==> src/rtl/accum_drain.sv <==
// Streams the accumulation buffer (addresses 0..row_out*col_out-1) out on a valid/ready port.
// Optional macro ACCUM_DRAIN_RELU_EN clamps sign-bit-set words to zero as they enter the output FIFO.
module accum_drain #(
  parameter int DataWidth   = 32,
  parameter int AddrWidth   = 18,
  parameter int MaxRowWidth = 9,
  parameter int MaxColWidth = 9
) (
  input  logic                   Clk,
  input  logic                   Rst,
  input  logic                   start,
  input  logic [MaxRowWidth-1:0] row_out,
  input  logic [MaxColWidth-1:0] col_out,
  output logic                   rd_en,
  output logic [AddrWidth-1:0]   rd_addr,
  input  logic [DataWidth-1:0]   rd_data,
  output logic [DataWidth-1:0]   out_data,
  output logic                   out_valid,
  input  logic                   out_ready,
  output logic                   out_last,
  output logic                   busy,
  output logic                   done
);

  localparam int ProdWidth = MaxRowWidth + MaxColWidth;

  localparam logic [1:0] StIdle  = 2'd0;
  localparam logic [1:0] StRead  = 2'd1;
  localparam logic [1:0] StFlush = 2'd2;
  localparam logic [1:0] StDone  = 2'd3;

  logic [1:0]           state_q, state_d;
  logic [AddrWidth-1:0] total_q, total_d;
  logic [AddrWidth-1:0] rd_cnt_q, rd_cnt_d;
  logic [AddrWidth-1:0] beat_cnt_q, beat_cnt_d;
  logic                 inflight_q, inflight_d;
  logic [1:0]           fifo_cnt_q, fifo_cnt_d;
  logic                 wr_ptr_q, wr_ptr_d;
  logic                 rd_ptr_q, rd_ptr_d;
  logic [DataWidth-1:0] fifo_mem_q [2];
  logic [DataWidth-1:0] fifo_wr_data_d;

  logic [ProdWidth-1:0] row_ext;
  logic [ProdWidth-1:0] col_ext;
  logic [AddrWidth-1:0] total_m1;
  logic                 pop;
  logic                 last_rd;
  logic                 last_beat;
  logic                 room;

  function automatic logic [DataWidth-1:0] relu_word(input logic [DataWidth-1:0] w);
`ifdef ACCUM_DRAIN_RELU_EN
    return w[DataWidth-1] ? '0 : w;
`else
    return w;
`endif
  endfunction

  assign row_ext   = {{MaxColWidth{1'b0}}, row_out};
  assign col_ext   = {{MaxRowWidth{1'b0}}, col_out};
  assign total_m1  = total_q - {{(AddrWidth-1){1'b0}}, 1'b1};
  assign out_valid = (fifo_cnt_q != 2'd0);
  assign pop       = out_valid & out_ready;
  assign last_rd   = (rd_cnt_q == total_m1);
  assign last_beat = (beat_cnt_q == total_m1);
  // Slots already claimed (stored + landing next cycle) minus the one leaving now.
  assign room      = (({1'b0, fifo_cnt_q} + {2'b00, inflight_q} - {2'b00, pop}) < 3'd2);

  assign rd_en    = (state_q == StRead) && (rd_cnt_q != total_q) && room;
  assign rd_addr  = rd_cnt_q;
  assign out_data = out_valid ? fifo_mem_q[rd_ptr_q] : '0;
  assign out_last = out_valid && last_beat;
  assign busy     = (state_q == StRead) || (state_q == StFlush);
  assign done     = (state_q == StDone);

  always_comb begin
    state_d        = state_q;
    total_d        = total_q;
    rd_cnt_d       = rd_cnt_q;
    beat_cnt_d     = beat_cnt_q;
    inflight_d     = rd_en;
    fifo_cnt_d     = fifo_cnt_q + {1'b0, inflight_q} - {1'b0, pop};
    wr_ptr_d       = wr_ptr_q ^ inflight_q;
    rd_ptr_d       = rd_ptr_q ^ pop;
    fifo_wr_data_d = relu_word(rd_data);

    if (rd_en) rd_cnt_d = rd_cnt_q + {{(AddrWidth-1){1'b0}}, 1'b1};
    if (pop)   beat_cnt_d = beat_cnt_q + {{(AddrWidth-1){1'b0}}, 1'b1};

    case (state_q)
      StIdle: begin
        if (start) begin
          total_d    = AddrWidth'(row_ext * col_ext);
          rd_cnt_d   = '0;
          beat_cnt_d = '0;
          state_d    = StRead;
        end
      end
      StRead: begin
        // An empty layer spends its single busy cycle here and finishes without reads.
        if (total_q == '0)        state_d = StDone;
        else if (rd_en && last_rd) state_d = StFlush;
      end
      StFlush: begin
        if (pop && last_beat) state_d = StDone;
      end
      default: state_d = StIdle;
    endcase
  end

  always_ff @(posedge Clk or posedge Rst) begin
    if (Rst) begin
      state_q    <= StIdle;
      total_q    <= '0;
      rd_cnt_q   <= '0;
      beat_cnt_q <= '0;
      inflight_q <= 1'b0;
      fifo_cnt_q <= 2'd0;
      wr_ptr_q   <= 1'b0;
      rd_ptr_q   <= 1'b0;
    end else begin
      state_q    <= state_d;
      total_q    <= total_d;
      rd_cnt_q   <= rd_cnt_d;
      beat_cnt_q <= beat_cnt_d;
      inflight_q <= inflight_d;
      fifo_cnt_q <= fifo_cnt_d;
      wr_ptr_q   <= wr_ptr_d;
      rd_ptr_q   <= rd_ptr_d;
    end
  end

  // FIFO storage carries data only; validity lives in fifo_cnt_q, so no reset here.
  always_ff @(posedge Clk) begin
    if (inflight_q) fifo_mem_q[wr_ptr_q] <= fifo_wr_data_d;
  end

endmodule

==> config.mk <==
export PLATFORM = sky130hd
export DESIGN_NAME = accum_drain
export DESIGN_NICKNAME = d
export VERILOG_FILES = /design/src/rtl/accum_drain.sv
export SDC_FILE = /design/constraint.sdc
export NUM_CORES = 1
export LEC_CHECK = 0
export CAP_MARGIN = 20
export CORE_UTILIZATION = 40
export DETAILED_ROUTE_END_ITERATION = 6
export GPL_ROUTABILITY_DRIVEN = 0
export SLEW_MARGIN = 20
export SYNTH_ARGS = -nofsm -noshare
export SYNTH_HDL_FRONTEND = slang
export SYNTH_SLANG_ARGS = --single-unit
==> constraint.sdc <==
create_clock -name Clk -period 10.4 [get_ports Clk]
set_input_delay 3.12 -clock Clk [delete_from_list [all_inputs] [get_ports Clk]]
set_output_delay 3.12 -clock Clk [all_outputs]
set_load 0.005 [all_outputs]
==> results of run 1 <==
[state kept, by name, indices dropped and copies added, names as in the netlist]
register    flops
rd_addr        18
inflight_q      1
fifo_cnt_q      2
wr_ptr_q        1
rd_ptr_q        1
fifo_mem_q     64
beat_cnt_q     18
state_q         2
total_q        18
[through the flow]
stage	hold slack (ns)	utilization (%)	instances	instance area, um^2	power, mW
floorplan	0.512	-	893	8970	1.57
detailed placement	0.545	47.0	1245	10300	1.97
global route	0.589	49.6	1277	10900	2.74
CTS	0.559	49.6	1277	10900	2.56
global placement	0.536	47.0	1245	10300	1.96
finish	0.554	49.6	1277	10900	2.54
[layout make-up]
type                       count  share of cell area (%)
multi-input combinational    635                    46.1
sequential                   125                    31.7
timing repair buffer         115                    10.4
clock buffer                  22                    4.47
tap                          280                    3.22
inverter                      90                    3.11
clock inverter                10                   0.944
[cell families (layout without fill, tap and decap cells)]
| group | Yosys count | in the layout | share of synthesized area [%] |
|---|---|---|---|
| compound gates | 84 | 84 | 6.11 |
| xor+xnor | 97 | 97 | 9.62 |
| fa+ha+maj | 100 | 100 | 18.2 |
| buf+inv | 133 | 237 | 5.76 |
| flops | 125 | 125 | 38.4 |
| mux | 36 | 36 | 4.04 |
| simple gates | 318 | 318 | 17.8 |
[power by group through the flow]
stage          Combinational (mW)  Sequential [mW]  Clock [mW]
2_1_floorplan               0.887            0.678           0
3_3_place_gp                 1.17            0.789           0
3_5_place_dp                 1.18            0.789           0
4_1_cts                      1.19            0.780       0.592
5_1_grt                      1.33            0.796       0.612
6_report                     1.18            0.782       0.579
[cells in the final DEF (no fill, tap or decap), types with 3 or more instances in the layout]
master,instances
a211oi_1,4
a21o_1,3
a21oi_1,19
and2_1,53
and3_1,9
and4_1,5
buf_4,7
clkbuf_16,18
clkdlybuf4s50_1,108
clkinvlp_4,5
dfrtp_1,60
edfxtp_1,64
fa_1,51
ha_1,49
inv_1,88
inv_6,3
mux2i_1,34
nand2_1,88
nand3_1,16
nand4_1,12
nor2_1,78
nor2b_1,5
nor3_1,16
nor3b_1,6
nor4_1,6
nor4b_1,3
o2111ai_1,3
o211ai_1,4
o21ai_0,26
o31ai_1,3
or3_1,9
or4_4,3
xnor2_1,46
xor2_1,50
[worst min path at each step]
| stage | from | end | cells past startpoint |
|---|---|---|---|
| 6_report | state_q[1] | state_q[1] | 1 |
| 5_1_grt | state_q[1] | state_q[1] | 1 |
| 4_1_cts | state_q[1] | state_q[1] | 1 |
| 3_5_place_dp | state_q[1] | state_q[1] | 1 |
| 3_3_place_gp | state_q[1] | state_q[1] | 1 |
| 2_1_floorplan | state_q[1] | state_q[1] | 1 |
[cell usage after synthesis, drive strengths merged (6+ instances only)]
cell / count / area [um^2]
inv: 89 / 334
nand2: 88 / 330
nor2: 79 / 297
edfxtp: 64 / 1920
dfrtp: 61 / 1530
and2: 53 / 332
fa: 51 / 1020
xor2: 50 / 438
ha: 49 / 613
xnor2: 46 / 403
clkbuf: 35 / 131
mux2i: 34 / 340
o21ai: 26 / 130
a21oi: 20 / 104
nor3: 17 / 96.4
nand3: 16 / 80.1
nand4: 12 / 75.1
and3: 9 / 56.3
or3: 9 / 56.3
buf: 8 / 47.5
nor4: 7 / 50.1
nor3b: 6 / 45.0
[routing by layer]
layer	vias to the layer above	wire length [um]
li1	3181	-
met1	3166	9470
met2	139	10100
met3	25	747
met4	0	342
met5	-	0
==> flow_summary_export.csv, run 1 <==
group,metric,value,unit
clocking,tritoncts,"done",
worst_setup_path,worstPathArrival,6.18,ns
synthesis,synthesis.area,8970,um^2
worst_setup_path,r2r_cells,16,
sta,fin_skew,0.0105,ns
worst_setup_path,rrSetupSlack,6.51,ns
sta,report.final.slew_viol_count,0,
synthesis,async_flop_share,48.8,%
worst_setup_path,crit_slowest_cell,"clkdlybuf4s50_1",
place,dp_hpwl,15500,um
global_routing,busiest_layer,"met2",
synthesis,ys.flop_type,"edfxtp_1",
pwr,net-switching-power,976,uW
pwr,p_seq_share,30.8,%
worst_setup_path,cp_top_family,"buffers and inverters",
pwr,internal_power,1.56,mW
cells_and_area,finish.net_count,1138,
sta,post-route-period-util,89.5,%
worst_setup_path,startpoint_type,"input pin",
global_routing,met2_usage,32.6,%
drt,drtPass1Iterations,5,
hold_path,hold_path.class,"flip-flop to flip-flop",
pwr,p_sw_share,38.5,%
clocking,htreeDepth,4,
sta,tightestPinTransition,1.04,ns
drt,ant_nets,0,
clocking,cts-root-buf,"clkbuf_16",
cells_and_area,multiInputGateArea,5010,um^2
global_routing,use_met1,24.6,%
pwr,leakage,4.70,nW
worst_setup_path,cp_num_buf_inv,6,
place,numPortBuffers,108,
synthesis,synth-edff-count,64,
worst_setup_path,max_stage_delay,0.58,ns
cells_and_area,drive_gt1_share,4.71,%
flow_run,cap_violations,0,
synthesis,syn_area_per_cell,10.0,um^2
floorplan,fp.dieW,152,um
worst_setup_path,worstSetupStartpoint,"out_ready",
worst_setup_path,critPathKind,"input pin to output port",
sta,post-route-min-period,9.30,ns
sta,setup_viol,0,
worst_setup_path,cp_max_fo,9,
pwr,power_frac_comb,46.3,%
floorplan,start_util,41.0,%
floorplan,num_rows,54,
floorplan,core,21900,um^2
clocking,cts-resized-gates,0,
worst_setup_path,cp-end-kind,"output port",
clocking,cts_made_buffers,17,
place,pre_cts_slack,1.14,ns
cells_and_area,antennaDiodeCount,0,
worst_setup_path,reg2reg_to,"state_q[1]",
worst_setup_path,cp-endpoint,"rd_en",
drt,via_per_inst,5.10,
global_routing,grt_overflow,0,
clocking,postCtsHoldBufs,0,
pwr,power.share.clock,22.8,%
synthesis,ys_seq_area_share,38.4,%
cells_and_area,syn2layout_area_growth,21.1,%
floorplan,die_area,23000,um^2
global_routing,grtUsageMet3,2.72,%
worst_setup_path,crit_chain,"clkdlybuf4s50_1 > nand2_1 > clkinv_1 > ha_1 > inv_1 > ha_1 > inv_1 > fa_1 > inv_1 > nor3_1 > o21a_1 > clkdlybuf4s50_1",
sta,maxSlewHeadroom,30.9,%
drt,initialDrtViolationCount,276,
sta,tns,0,ns
sta,max_freq,107,MHz
worst_setup_path,cp_num_cells,12,
synthesis,syn_inst,893,
drt,drc_errors,0,
clocking,cts_max_path_buffers,2,
global_routing,grt_util_all_layers,19.1,%
sta,hold_violations,0,
pwr,cellPowerDensity,233,nW/um^2
global_routing,antenna_found_initial,0,
floorplan,ios,109,
drt,drt_wl_total,20700,um
drt,wire_per_inst,16.2,um
cells_and_area,register_area,3450,um^2
global_routing,grt_pass1_wl,33800,um
sta,grt_setup_unrepaired,"false",
worst_setup_path,critPathMostFrequentCell,"inv_1",
run_status,status,"finished, final reports clean",
floorplan,dieHeight,152,um
global_routing,grt_pass1_vias,6377,
worst_setup_path,reg2reg_from,"fifo_cnt_q[1]",
clocking,postCtsSetupBuffers,0,
drt,vias,6511,
synthesis,ys_ff_latch,125,
cells_and_area,fillers,2053,
worst_setup_path,crit_required,7.28,ns
clocking,insertion_delay,0.42,ns
sta,setup_slack,1.10,ns
clocking,cts_sinks,125,
global_routing,grt_max_degree,62,
clocking,cts.clk_slew.worst_paths,0.06,ns
synthesis,synth.distinct_cells,59,
pwr,ir_drop,128,uV
synthesis,synth.net_count,1047,
synthesis,ys.warnings.count,0,
Note: power is estimated with default switching activity, not from simulation.
==> inputs of run 2 (changes only) <==
Settings changed: SLEW_MARGIN 20 to 0.
==> results of run 2 <==
Final layout, timing and power as in run 1 (identical DEF).
